==> src/rtl/fetch_pc_arbiter.sv <==
// fetch_pc_arbiter
//
// Owns the front-end fetch PC and picks one redirect per cycle from the
// retire flush, the branch mispredict and the jump handler, in that order of
// priority. Sequences the fetch stream through BOOT -> RUN, inserts
// fetch-invalid bubble cycles after every redirect, and holds the PC while
// the jump handler or the decode queue stalls.
//
// Parameters
//   RESET_PC       PC loaded on reset and fetched first
//   FETCH_WIDTH    instructions per fetch group (PC increment, instruction-addressed)
//   BUBBLE_CYCLES  fetch-invalid cycles after a redirect (0..15)
//
// Ports
//   clk_i, rst_i                      clock, asynchronous active-high reset
//   flush_req_i / flush_target_i      retire flush pulse and target
//   mispred_req_i / mispred_target_i  branch mispredict pulse and target
//   jump_req_i / jump_target_i        resolved jump pulse and target
//   stall_jump_i, stall_dec_i         downstream stall sources
//   pc_o, fetch_valid_o               fetch group address and its valid
//   squash_o                          kills the groups in the fetch/decode latch
//   flush_ack_o, mispred_ack_o, jump_ack_o  accepted-redirect pulses
//   fsm_state_o                       debug state (BOOT=0, RUN=1, BUBBLE=2)
//   stall_cycles_o                    saturating count of stalled RUN cycles

module fetch_pc_arbiter #(
    parameter logic [15:0] RESET_PC      = 16'h0000,
    parameter int          FETCH_WIDTH   = 4,
    parameter int          BUBBLE_CYCLES = 1
) (
    input  logic        clk_i,
    input  logic        rst_i,
    input  logic        flush_req_i,
    input  logic [15:0] flush_target_i,
    input  logic        mispred_req_i,
    input  logic [15:0] mispred_target_i,
    input  logic        jump_req_i,
    input  logic [15:0] jump_target_i,
    input  logic        stall_jump_i,
    input  logic        stall_dec_i,
    output logic [15:0] pc_o,
    output logic        fetch_valid_o,
    output logic        squash_o,
    output logic        flush_ack_o,
    output logic        mispred_ack_o,
    output logic        jump_ack_o,
    output logic [1:0]  fsm_state_o,
    output logic [15:0] stall_cycles_o
);

    typedef enum logic [1:0] {
        BOOT   = 2'd0,
        RUN    = 2'd1,
        BUBBLE = 2'd2
    } state_t;

    localparam logic [15:0] PC_STEP       = 16'(FETCH_WIDTH);
    localparam logic [3:0]  BUBBLE_RELOAD = (BUBBLE_CYCLES > 0) ? 4'(BUBBLE_CYCLES - 1) : 4'd0;

    state_t      state_q, state_d;
    logic [15:0] pc_q, pc_d;
    logic        fetchValid_q, fetchValid_d;
    logic        squash_q, squash_d;
    logic        flushAck_q, flushAck_d;
    logic        mispredAck_q, mispredAck_d;
    logic        jumpAck_q, jumpAck_d;
    logic [3:0]  bubbleCnt_q, bubbleCnt_d;
    logic [15:0] stallCycles_q, stallCycles_d;

    logic        stall;
    logic        redirect;
    logic [15:0] redirectTarget;

    assign stall    = stall_jump_i | stall_dec_i;
    assign redirect = flush_req_i | mispred_req_i | jump_req_i;

    // Fixed priority: losers are simply dropped, they belong to the killed path.
    always_comb begin
        redirectTarget = jump_target_i;
        if (flush_req_i) begin
            redirectTarget = flush_target_i;
        end else if (mispred_req_i) begin
            redirectTarget = mispred_target_i;
        end
    end

    always_comb begin
        state_d       = state_q;
        pc_d          = pc_q;
        fetchValid_d  = fetchValid_q;
        squash_d      = 1'b0;
        flushAck_d    = 1'b0;
        mispredAck_d  = 1'b0;
        jumpAck_d     = 1'b0;
        bubbleCnt_d   = bubbleCnt_q;
        stallCycles_d = stallCycles_q;

        // A redirect wins over every state and over any stall.
        if (redirect) begin
            pc_d         = redirectTarget;
            squash_d     = 1'b1;
            flushAck_d   = flush_req_i;
            mispredAck_d = mispred_req_i & ~flush_req_i;
            jumpAck_d    = jump_req_i & ~flush_req_i & ~mispred_req_i;
            if (BUBBLE_CYCLES > 0) begin
                fetchValid_d = 1'b0;
                bubbleCnt_d  = BUBBLE_RELOAD;
                state_d      = BUBBLE;
            end else begin
                fetchValid_d = 1'b1;
                state_d      = RUN;
            end
        end else begin
            unique case (state_q)
                BOOT: begin
                    fetchValid_d = 1'b1;
                    state_d      = RUN;
                end
                RUN: begin
                    fetchValid_d = 1'b1;
                    if (stall) begin
                        if (stallCycles_q != 16'hFFFF) begin
                            stallCycles_d = stallCycles_q + 16'd1;
                        end
                    end else begin
                        pc_d = pc_q + PC_STEP;
                    end
                end
                BUBBLE: begin
                    fetchValid_d = 1'b0;
                    if (bubbleCnt_q == 4'd0) begin
                        fetchValid_d = 1'b1;
                        state_d      = RUN;
                    end else begin
                        bubbleCnt_d = bubbleCnt_q - 4'd1;
                    end
                end
                default: begin
                    fetchValid_d = 1'b0;
                    state_d      = BOOT;
                end
            endcase
        end
    end

    always_ff @(posedge clk_i or posedge rst_i) begin
        if (rst_i) begin
            state_q       <= BOOT;
            pc_q          <= RESET_PC;
            fetchValid_q  <= 1'b0;
            squash_q      <= 1'b0;
            flushAck_q    <= 1'b0;
            mispredAck_q  <= 1'b0;
            jumpAck_q     <= 1'b0;
            bubbleCnt_q   <= 4'd0;
            stallCycles_q <= 16'd0;
        end else begin
            state_q       <= state_d;
            pc_q          <= pc_d;
            fetchValid_q  <= fetchValid_d;
            squash_q      <= squash_d;
            flushAck_q    <= flushAck_d;
            mispredAck_q  <= mispredAck_d;
            jumpAck_q     <= jumpAck_d;
            bubbleCnt_q   <= bubbleCnt_d;
            stallCycles_q <= stallCycles_d;
        end
    end

    assign pc_o           = pc_q;
    assign fetch_valid_o  = fetchValid_q;
    assign squash_o       = squash_q;
    assign flush_ack_o    = flushAck_q;
    assign mispred_ack_o  = mispredAck_q;
    assign jump_ack_o     = jumpAck_q;
    assign fsm_state_o    = state_q;
    assign stall_cycles_o = stallCycles_q;

endmodule

==> config.mk <==
export PLATFORM = sky130hd
export DESIGN_NAME = fetch_pc_arbiter
export DESIGN_NICKNAME = d
export VERILOG_FILES = /design/src/rtl/fetch_pc_arbiter.sv
export SDC_FILE = /design/constraint.sdc
export NUM_CORES = 1
export LEC_CHECK = 0
export CAP_MARGIN = 25
export CELL_PAD_IN_SITES_DETAIL_PLACEMENT = 0
export CELL_PAD_IN_SITES_GLOBAL_PLACEMENT = 1
export CORE_MARGIN = 8
export CORE_UTILIZATION = 25
export DETAILED_ROUTE_END_ITERATION = 8
export GPL_ROUTABILITY_DRIVEN = 0
export PLACE_DENSITY_LB_ADDON = 0.2
export RECOVER_POWER = 100
export SYNTH_ARGS = -nofsm -noshare
export SYNTH_HDL_FRONTEND = slang
export SYNTH_SLANG_ARGS = --single-unit
==> constraint.sdc <==
create_clock -name clk_i -period 2.94 [get_ports clk_i]
set_input_delay 0.735 -clock clk_i [delete_from_list [all_inputs] [get_ports clk_i]]
set_output_delay 0.735 -clock clk_i [all_outputs]
set_load 0.02 [all_outputs]
Yosys cells after proc, flatten, opt, wreduce, memory -nomap -nowiden:

Index checks and enable logic that the tools add are counted.

* reduce and logical (&&, ||, !) cells: 9
* equality and inequality tests: 7
* order comparisons: 0
* $add $sub $neg: 3
* multipliers: 0
* div/mod/pow operators: 0
* shift-type cells: 0
* muxes and demuxes: 18
* bitwise gates (word level): 9

Operators by type and width (count)
* 2-to-1 mux 16 bit: 5
* adder 16 x 1 -> 16 bit, second input constant: 1
* adder 16 x 3 -> 16 bit, second input constant: 1
* inequality test 16 bit, second input constant: 1
* 2-to-1 mux 4 bit: 3
* 2-to-1 mux 1 bit: 6
* case mux 2 bit (3 select lines): 1
* AND reduction 2 bit: 3
* zero test 4 bit: 1
* 2-to-1 mux 2 bit: 2
* inequality test 2 bit, second input constant: 2
* AND reduction 4 bit: 1
* nonzero test 2 bit: 2
* subtractor 4 x 1 -> 4 bit, second input constant: 1
* AND 1 bit: 3
* inequality test 3 bit, second input constant: 1
* inverter 1 bit: 3
* bitwise OR 1 bit: 3
* equality test 2 x 1 -> 1 bit, second input constant: 1
* equality test 2 bit, second input constant: 1
* zero test 2 bit: 1
* inequality test 2 x 1 -> 1 bit, second input constant: 1
* case mux 1 bit (2 select lines): 1
* OR reduction 2 bit: 1

* output and inout bits: 39
* ROM bits: 0
* bits in writable memories: 0
* word-level logic and storage cells: 55
* memories kept: 0
* register bits after elaboration: 43
* input port bits: 55
* bits in latches: 0

Depth between registers and ports, before layout:

Gate-level depths: netlist of run 1.

* depth after elaboration: 4
* gate-level depth with buffers: 7
* depth with buffers taken out: 7

Worst setup path before layout of run 1:

OpenSTA, ideal clock, no wires.

* kind: in2reg
* start point: input port mispred_req_i
* end point: register stallCycles_q[15] (netlist: stall_cycles_o[15])
* required time: 2.860 ns
* library setup time: 0.080 ns
* cell stages on the path: 6
* buffers on the path: 1
* arrival time: 2.287 ns
* path slack: 0.573 ns
* cell sequence: buf_2 -> nor3_4 -> o2111ai_1 -> or4b_4 -> nor3_2 -> xor2_1

* longest elaborated chain between the ends: 4

RTL lines
* start, declared: line 35 `input logic mispred_req_i,`
* bitwise OR 1 bit (2 in a row): line 75 `assign redirect = flush_req_i | mispred_req_i | jump_req_i;`
* inverter 1 bit (no source line)
* AND reduction 4 bit (no source line)
* end signal, assigned: line 166 `stallCycles_q <= stallCycles_d;`
* end, declared: line 68 `logic [15:0] stallCycles_q, stallCycles_d;`

No other way between the ends.
A chain may end at the register's enable or synchronous reset.

Worst setup path in the final report of run 1:

* start point: input port flush_req_i
* end point: register stallCycles_q[15] (netlist: stall_cycles_o[15])

* longest elaborated chain between the ends: 4

RTL lines
* start, declared: line 33 `input logic flush_req_i,`
* bitwise OR 1 bit (2 in a row): line 75
* inverter 1 bit (no source line)
* AND reduction 4 bit (no source line)

No other way between the ends.

==> impl_summary.md, run 1 <==
Run status
The flow ran to the end, and the final reports show no timing, DRC or antenna violations.

CTS
CTS saw 43 sinks. The number of setup buffers added after CTS is 0. After clock tree synthesis, the clock-pin slew on the worst setup and hold paths is 90 ps.

The hold-fix buffer count after cts is 0. TritonCTS built the clock tree. The root buffer cell is clkbuf_8. The latest clock arrival within the worst-skew pair is 300 ps. Post-CTS repair changed the size of 0 cells. The CTS H-tree depth is 2.

The maximum clock path buffer count is 2. The clock buffer count from CTS is 5.

Global routing
The initial antenna violation count is 0. For this run, the total global-route usage over all layers was measured as 0.110. The maximum number of pins on one net before global-route repair is 37. The global-route wire length before repair is 11,300 um.

The remaining global-route overflow is 0. The number of global-route vias before repair is 2,178.

Worst hold path
In this run the worst hold path is classified as reg -> reg.

Yosys
In this run, synthesis inferred 0 flip-flops with an integrated enable. After synthesis, the cell types taking the most area are dfrtp_1 (47%), xor2_1 (6.8%), mux2i_1 (5.2%). The average instance area after synthesis is 9.86 um2. The area share of the largest cell type after synthesis is 0.466.

The number of flip-flops and latches in the synthesized netlist is 43. Summing every instance area after synthesis gives 2310 um2. In this run, distinct cell masters in the synthesized netlist total 36. The main flop type after synthesis is dfrtp_1. Of all flip-flops after synthesis, the portion carrying an async set or reset was 1.00.

The share of the yosys chip area belonging to registers is 0.466. During synthesis, Yosys emitted a total of 0 warnings. Counting every net in the synthesized netlist gives 293. The biggest area contributor in the post-synthesis netlist is dfrtp_1. The instance count of the mapped netlist is 234.

Finish
Of the cells placed in the final design, the portion with a size suffix greater than 1 is 0.0420. The count of fill cells added during filler insertion is 951. The multi-input combinational cells in the finished layout cover a total of 1130 um2. The count of inserted antenna diode cells is 0.

In the final design database the tool counted 391 nets. Compared with the post-synthesis result, the final layout area differs by 49.3%. The final cell utilization of the core is 0.378. Registers take 1080 um2.

Power and ir drop
The worst vdd rail ir drop is 145 uV. The leakage power is 1.45 nW. The power density over cell area is 380 nW/um2.

Timing
The transition at the pin with the smallest max-transition slack is 1420 ps. The normalized max-slew margin is 0.0534. In the post-route analysis, the smallest setup slack over all paths is 348 ps. Setup repair after global routing left no endpoint under its margin. The total negative slack is 0 ps.

Counting I/O delays and the setup requirement, the final critical path takes 2590 ps. Timing would allow up to 386 MHz. The final count of pins violating max slew is 0. The final count of hold timing violations is 0. The final clock skew is 5.66 ps. In the finished design, the share of the clock period the worst path needs comes to 0.882. Setup violations remaining at the end of the flow were counted as 0.

Floorplan
In this run the count of I/O pins placed on the die edge is 94. The floorplan step defined a core boundary enclosing 9110 um2. The number of placement rows is 35.

The height of the die is 112 um. In this run the horizontal extent of the chip is 112 um. The die covers 12,600 um2.

The initial utilization of the core area, before any placement, comes to 0.253.

Worst setup path
The worst setup path is captured at a register. The kind of launch point of the worst setup path is an input port. The highest net fanout along the worst path is 4.

STA puts the critical path data required time at 3160 ps. For the worst setup path, the data arrival time is 2810 ps. The type of the worst setup path is in -> reg.

Drt
The violation count after the first detailed-route iteration is 53. After detailed routing, the number of remaining DRC violations is 0. The total wirelength of the detailed-routed design is 6850 um.

In the final routed layout, each cell accounts on average for 15.4 um. The detail route stage leaves a number of antenna-violating nets equal to 0. Using the TritonRoute via totals, the vias-per-cell ratio works out to 4.57. The first detailed-routing pass took 4 iterations. The detailed-route via count is 2,029.

Placement
OpenSTA, run right after detailed placement, puts the worst setup slack at 186 ps. After legalization and detailed placement, the total HPWL measured 5470 um. In this run the tool buffered the top-level ports with 93 buffer cells.

Job
The count of maximum capacitance violations is 0.
state kept, by name (all words and copies together), names as in the netlist:
name	count
mispred_ack_o	1
jump_ack_o	1
pc_o	16
bubbleCnt_q	4
flush_ack_o	1
stall_cycles_o	16
fetch_valid_o	1
fsm_state_o	2
squash_o	1
routing by layer:
metal | GRT usage | share of wire
met5 | 0 | 0
met4 | 0.0324 | 0.011
met3 | 0.0397 | 0.074
met2 | 0.176 | 0.46
met1 | 0.137 | 0.45
cell usage in the layout (no fill, tap or decap), drive strengths merged, types with 2 or more instances in the layout:
cell,count
or3,2
a21oi,19
and4,3
mux2i,12
dfrtp,43
o21ai,2
inv,11
nand4,7
ha,4
a211oi,12
nor2,26
o22ai,7
nor3b,2
clkinvlp,2
nor4,2
nor3,7
nand2,13
and2,3
clkbuf,9
xnor2,12
clkdlybuf4s50,51
buf,3
xor2,18
nand3,8
nand2b,4
dlygate4sd3,42
synthesized netlist by cell type, drive strengths merged, types with 2 or more instances:
library cell	n
mux2i	12
o22ai	7
and4	3
or3	2
buf	3
xnor2	12
nor2	26
nor3b	2
and2	3
xor2	18
nand2	13
nor3	7
nand3	8
nand2b	4
nor4	2
dfrtp	43
a21oi	19
nand4	7
ha	4
a211oi	12
o21ai	2
clkbuf	6
inv	11
metrics by stage:
step	area (um2)	total power [mW]	instances	hold WS, ps
floorplan	2310	0.787	234	506
global placement	3390	0.956	436	484
detailed placement	3390	0.955	436	482
CTS	3480	1.35	444	503
global route	3450	1.38	444	522
finish	3450	1.31	444	496
path summary, 6_finish.rpt:
check | startpoint | end | slack, ps | cells past startpoint
worst min register to register | stall_cycles_o[6]$_DFFE_PP0P_ | stall_cycles_o[6]$_DFFE_PP0P_ | 500 | 1
worst min-delay path | stall_cycles_o[6]$_DFFE_PP0P_ | stall_cycles_o[6]$_DFFE_PP0P_ | 500 | 1
worst max register to register | stall_cycles_o[0]$_DFFE_PP0P_ | stall_cycles_o[1]$_DFFE_PP0P_ | 740 | 5
worst max-delay path | flush_req_i | stall_cycles_o[15]$_DFFE_PP0P_ | 350 | 6
max in group asynchronous | rst_i | pc_o[12]$_DFFE_PP0P_ | 790 | 3
min in group asynchronous | rst_i | stall_cycles_o[14]$_DFFE_PP0P_ | 1280 | 2
report_power, final:
| group | internal (mW) | switching, mW | total, mW |
|---|---|---|---|
| logic | 0.146 | 0.130 | 0.275 |
| registers | 0.619 | 0.0294 | 0.649 |
| clock network | 0.166 | 0.219 | 0.384 |
cell type report:
| type | instances | share of cell area |
|---|---|---|
| Multi-Input combinational cell | 171 | 0.329 |
| Sequential cell | 43 | 0.312 |
| Timing Repair Buffer | 100 | 0.281 |
| Tap cell | 111 | 0.0403 |
| Clock buffer | 5 | 0.0200 |
| Inverter | 11 | 0.0120 |
| Clock inverter | 3 | 0.00581 |
critical path, cell delays in order:
cell           delay [ps]
dlygate4sd3_1         580
nor3_4                260
o2111ai_1             210
or4b_4                610
nor3_1                240
xor2_1                170
kinds of logic after synthesis:
family | count (synthesis) | share of synthesized area
xor+xnor | 30 | 0.114
flops | 43 | 0.466
fa+ha+maj | 4 | 0.0217
compound gates | 44 | 0.120
mux | 13 | 0.0569
simple gates | 80 | 0.185
buf+inv | 20 | 0.0363
(Power assumes the default switching activity.)
==> run 2: changes to the inputs <==
--- a/config.mk
+++ b/config.mk
@@ -14,6 +14,7 @@
 export GPL_ROUTABILITY_DRIVEN = 0
 export PLACE_DENSITY_LB_ADDON = 0.2
 export RECOVER_POWER = 100
+export SLEW_MARGIN = 20
 export SYNTH_ARGS = -nofsm -noshare
 export SYNTH_HDL_FRONTEND = slang
 export SYNTH_SLANG_ARGS = --single-unit
==> results of run 2 <==
Final layout, timing and power as in run 1 (identical DEF).
==> run 3: changes to the inputs <==
--- a/config.mk
+++ b/config.mk
@@ -10,8 +10,8 @@
 export CELL_PAD_IN_SITES_GLOBAL_PLACEMENT = 1
 export CORE_MARGIN = 8
 export CORE_UTILIZATION = 25
+export CTS_BUF_LIST = sky130_fd_sc_hd__clkbuf_4 sky130_fd_sc_hd__clkbuf_8
 export DETAILED_ROUTE_END_ITERATION = 8
-export GPL_ROUTABILITY_DRIVEN = 0
 export PLACE_DENSITY_LB_ADDON = 0.2
 export RECOVER_POWER = 100
 export SLEW_MARGIN = 20
==> results of run 3 <==
Final layout, timing and power as in run 1 (identical DEF).
==> RTL edit (config.mk and constraints of run 2) <==
Register the output `mispred_ack_o` once more, with the module's reset; this adds one clock of latency there. The other outputs are not delayed to match.
--- a/src/rtl/fetch_pc_arbiter.sv
+++ b/src/rtl/fetch_pc_arbiter.sv
@@ -173,3 +173,9 @@
     assign flush_ack_o    = flushAck_q;
-    assign mispred_ack_o  = mispredAck_q;
+    always_ff @(posedge clk_i or posedge rst_i) begin
+        if (rst_i) begin
+            mispred_ack_o <= '0;
+        end else begin
+            mispred_ack_o <= mispredAck_q;
+        end
+    end
     assign jump_ack_o     = jumpAck_q;
Check against the original RTL: not equivalent (Yosys sat finds a counterexample within 4 cycles, from zero or initial values and one cycle with rst_i high).
==> RTL edit against run 2 <==
Cell count is the same. Worst setup slack gained 0.052 ns. Via count is essentially flat. Sequential power grew 2%. Wire length shrank 1.5%. Design area grew 0.80%. Area after synthesis grew 1.1%. Core utilization grew 0.12 points. Sequential cell count grew 1. Power grew 2.4%. Non-clock buffer count shrank 1. Fmax grew 2.1%. Critical endpoint unchanged. Largest power group unchanged. Highest routed layer unchanged.
==> RTL edit: results (changes against run 2) <==
status=completed; 1st-iter DRT viols=61 (+15%); first-pass GRT wire length=11.15 mm (-1.5%); final net count=391 (unchanged); router iterations before antenna repair=6 (+2); R2R setup slack=0.74 ns (about the same); initial antenna violation count=0 (unchanged); Clock Latency Late Sink=0.29 ns; post-synthesis cell type count=36 (unchanged); Total GRT Usage=10.88% (-0.16 points); post_cts resized=0 (unchanged); share of synthesized registers carrying an async set or reset=100.0% (unchanged); P_sw=371.7 uW (-1.6%); critical path arrival=2.76 ns (-0.05 ns); vias in the first global route=2226 (+2.2%); Crit path max-delay family=simple AND/OR/NAND/NOR gates; final worst clock skew=0.005997 ns (+0.0003356 ns); peak supply drop=0.0001669 V (+15%); Slew headroom=24.69% (+19 points); Crit Path Max Fanout=4 (unchanged); Root Driver=clkbuf_8; drt total wl=6.748 mm (-1.5%); Clock Pin Slew Worst Setup and Hold Paths=0.09 ns (about the same); DP HPWL=5.326 mm (-2.7%); H-tree level count=2 (unchanged); post-CTS setup buffers=0 (unchanged); post-synthesis sequential area ratio=47.21% (+0.57 points); vias per cell=4.568 (about the same); largest net degree at the start of global routing=45 (+22%); Critical-path top delay cell=or4b_1; Post-synth top cells=44 x dfrtp_1, 26 x nor2_1, 19 x a21oi_1; largest cells by area after synthesis=dfrtp_1 47%, xor2_1 6.8%, mux2i_1 5.2%, xnor2_1 4.5%, nor2_1 4.2%; standby leakage power=0.001467 uW (+1.4%); worst stage delay on the critical path=0.65 ns (+0.04 ns); Inserted Diodes=0 (unchanged); share of cells above drive strength 1=4.505% (+0.30 points); Synth Net Count=294 (+0.34%); clock buffer depth=2 (unchanged); fill count=930 (-2.2%)
RTL edit: power groups by stage:
stage | clock, uW | combinational, uW | sequential (uW)
detailed placement | 0 | 297 | 676
floorplan | 0 | 95.5 | 706
CTS | 420 | 298 | 665
global route | 441 | 304 | 668
global placement | 0 | 296 | 675
finish | 400 | 277 | 662
RTL edit: area by class of cell:
cell class                      count  area, sq um  share of cell area [%]
Tap cell                          111        138.9                   3.999
Clock buffer                        6        82.58                   2.378
Inverter                           11        41.29                   1.189
Clock inverter                      2        10.01                  0.2882
Sequential cell                    44         1101                   31.70
Timing Repair Buffer               99        965.9                   27.81
Multi-Input combinational cell    171         1134                   32.64
RTL edit: logic make-up (layout without fill, tap and decap cells):
group,Yosys count,after routing,synth area share (%)
fa+ha+maj,4,4,2.146
compound gates,44,44,11.86
flops,44,44,47.21
buf+inv,20,118,3.594
mux,13,13,5.633
xor+xnor,30,30,11.27
simple gates,80,80,18.29
RTL edit: through the flow:
stage	cells	setup WS, ns	instance area (sq um)	hold slack (ns)	power (uW)
after floorplan	235	0.5734	2332	0.3312	802.0
after global placement	436	0.2595	3417	0.3364	971.5
after detailed placement	436	0.2563	3417	0.3404	973.3
after CTS	444	0.5715	3510	0.3609	1383
after global routing	444	0.2484	3473	0.3696	1413
final	444	0.4003	3473	0.3581	1339
RTL edit: layer usage:
| metal | vias up | GRT usage (%) | routed length [microns] |
|---|---|---|---|
| li1 | 1024 | - | - |
| met1 | 915 | 13.34 | 3194 |
| met2 | 83 | 16.48 | 2750 |
| met3 | 6 | 5.529 | 741 |
| met4 | 0 | 2.698 | 61 |
| met5 | - | 0 | 0 |
RTL edit: final timing paths:
check,cells past startpoint,startpoint,to
worst max-delay path,6,flush_req_i,stall_cycles_o[15]$_DFFE_PP0P_
worst min register to register,0,mispredAck_q$_DFF_PP0_,mispred_ack_o$_DFF_PP0_
worst min-delay path,0,mispredAck_q$_DFF_PP0_,mispred_ack_o$_DFF_PP0_
worst max register to register,5,stall_cycles_o[0]$_DFFE_PP0P_,stall_cycles_o[1]$_DFFE_PP0P_
max in group asynchronous,3,rst_i,bubbleCnt_q[0]$_DFFE_PP0P_
min in group asynchronous,3,rst_i,stall_cycles_o[9]$_DFFE_PP0P_
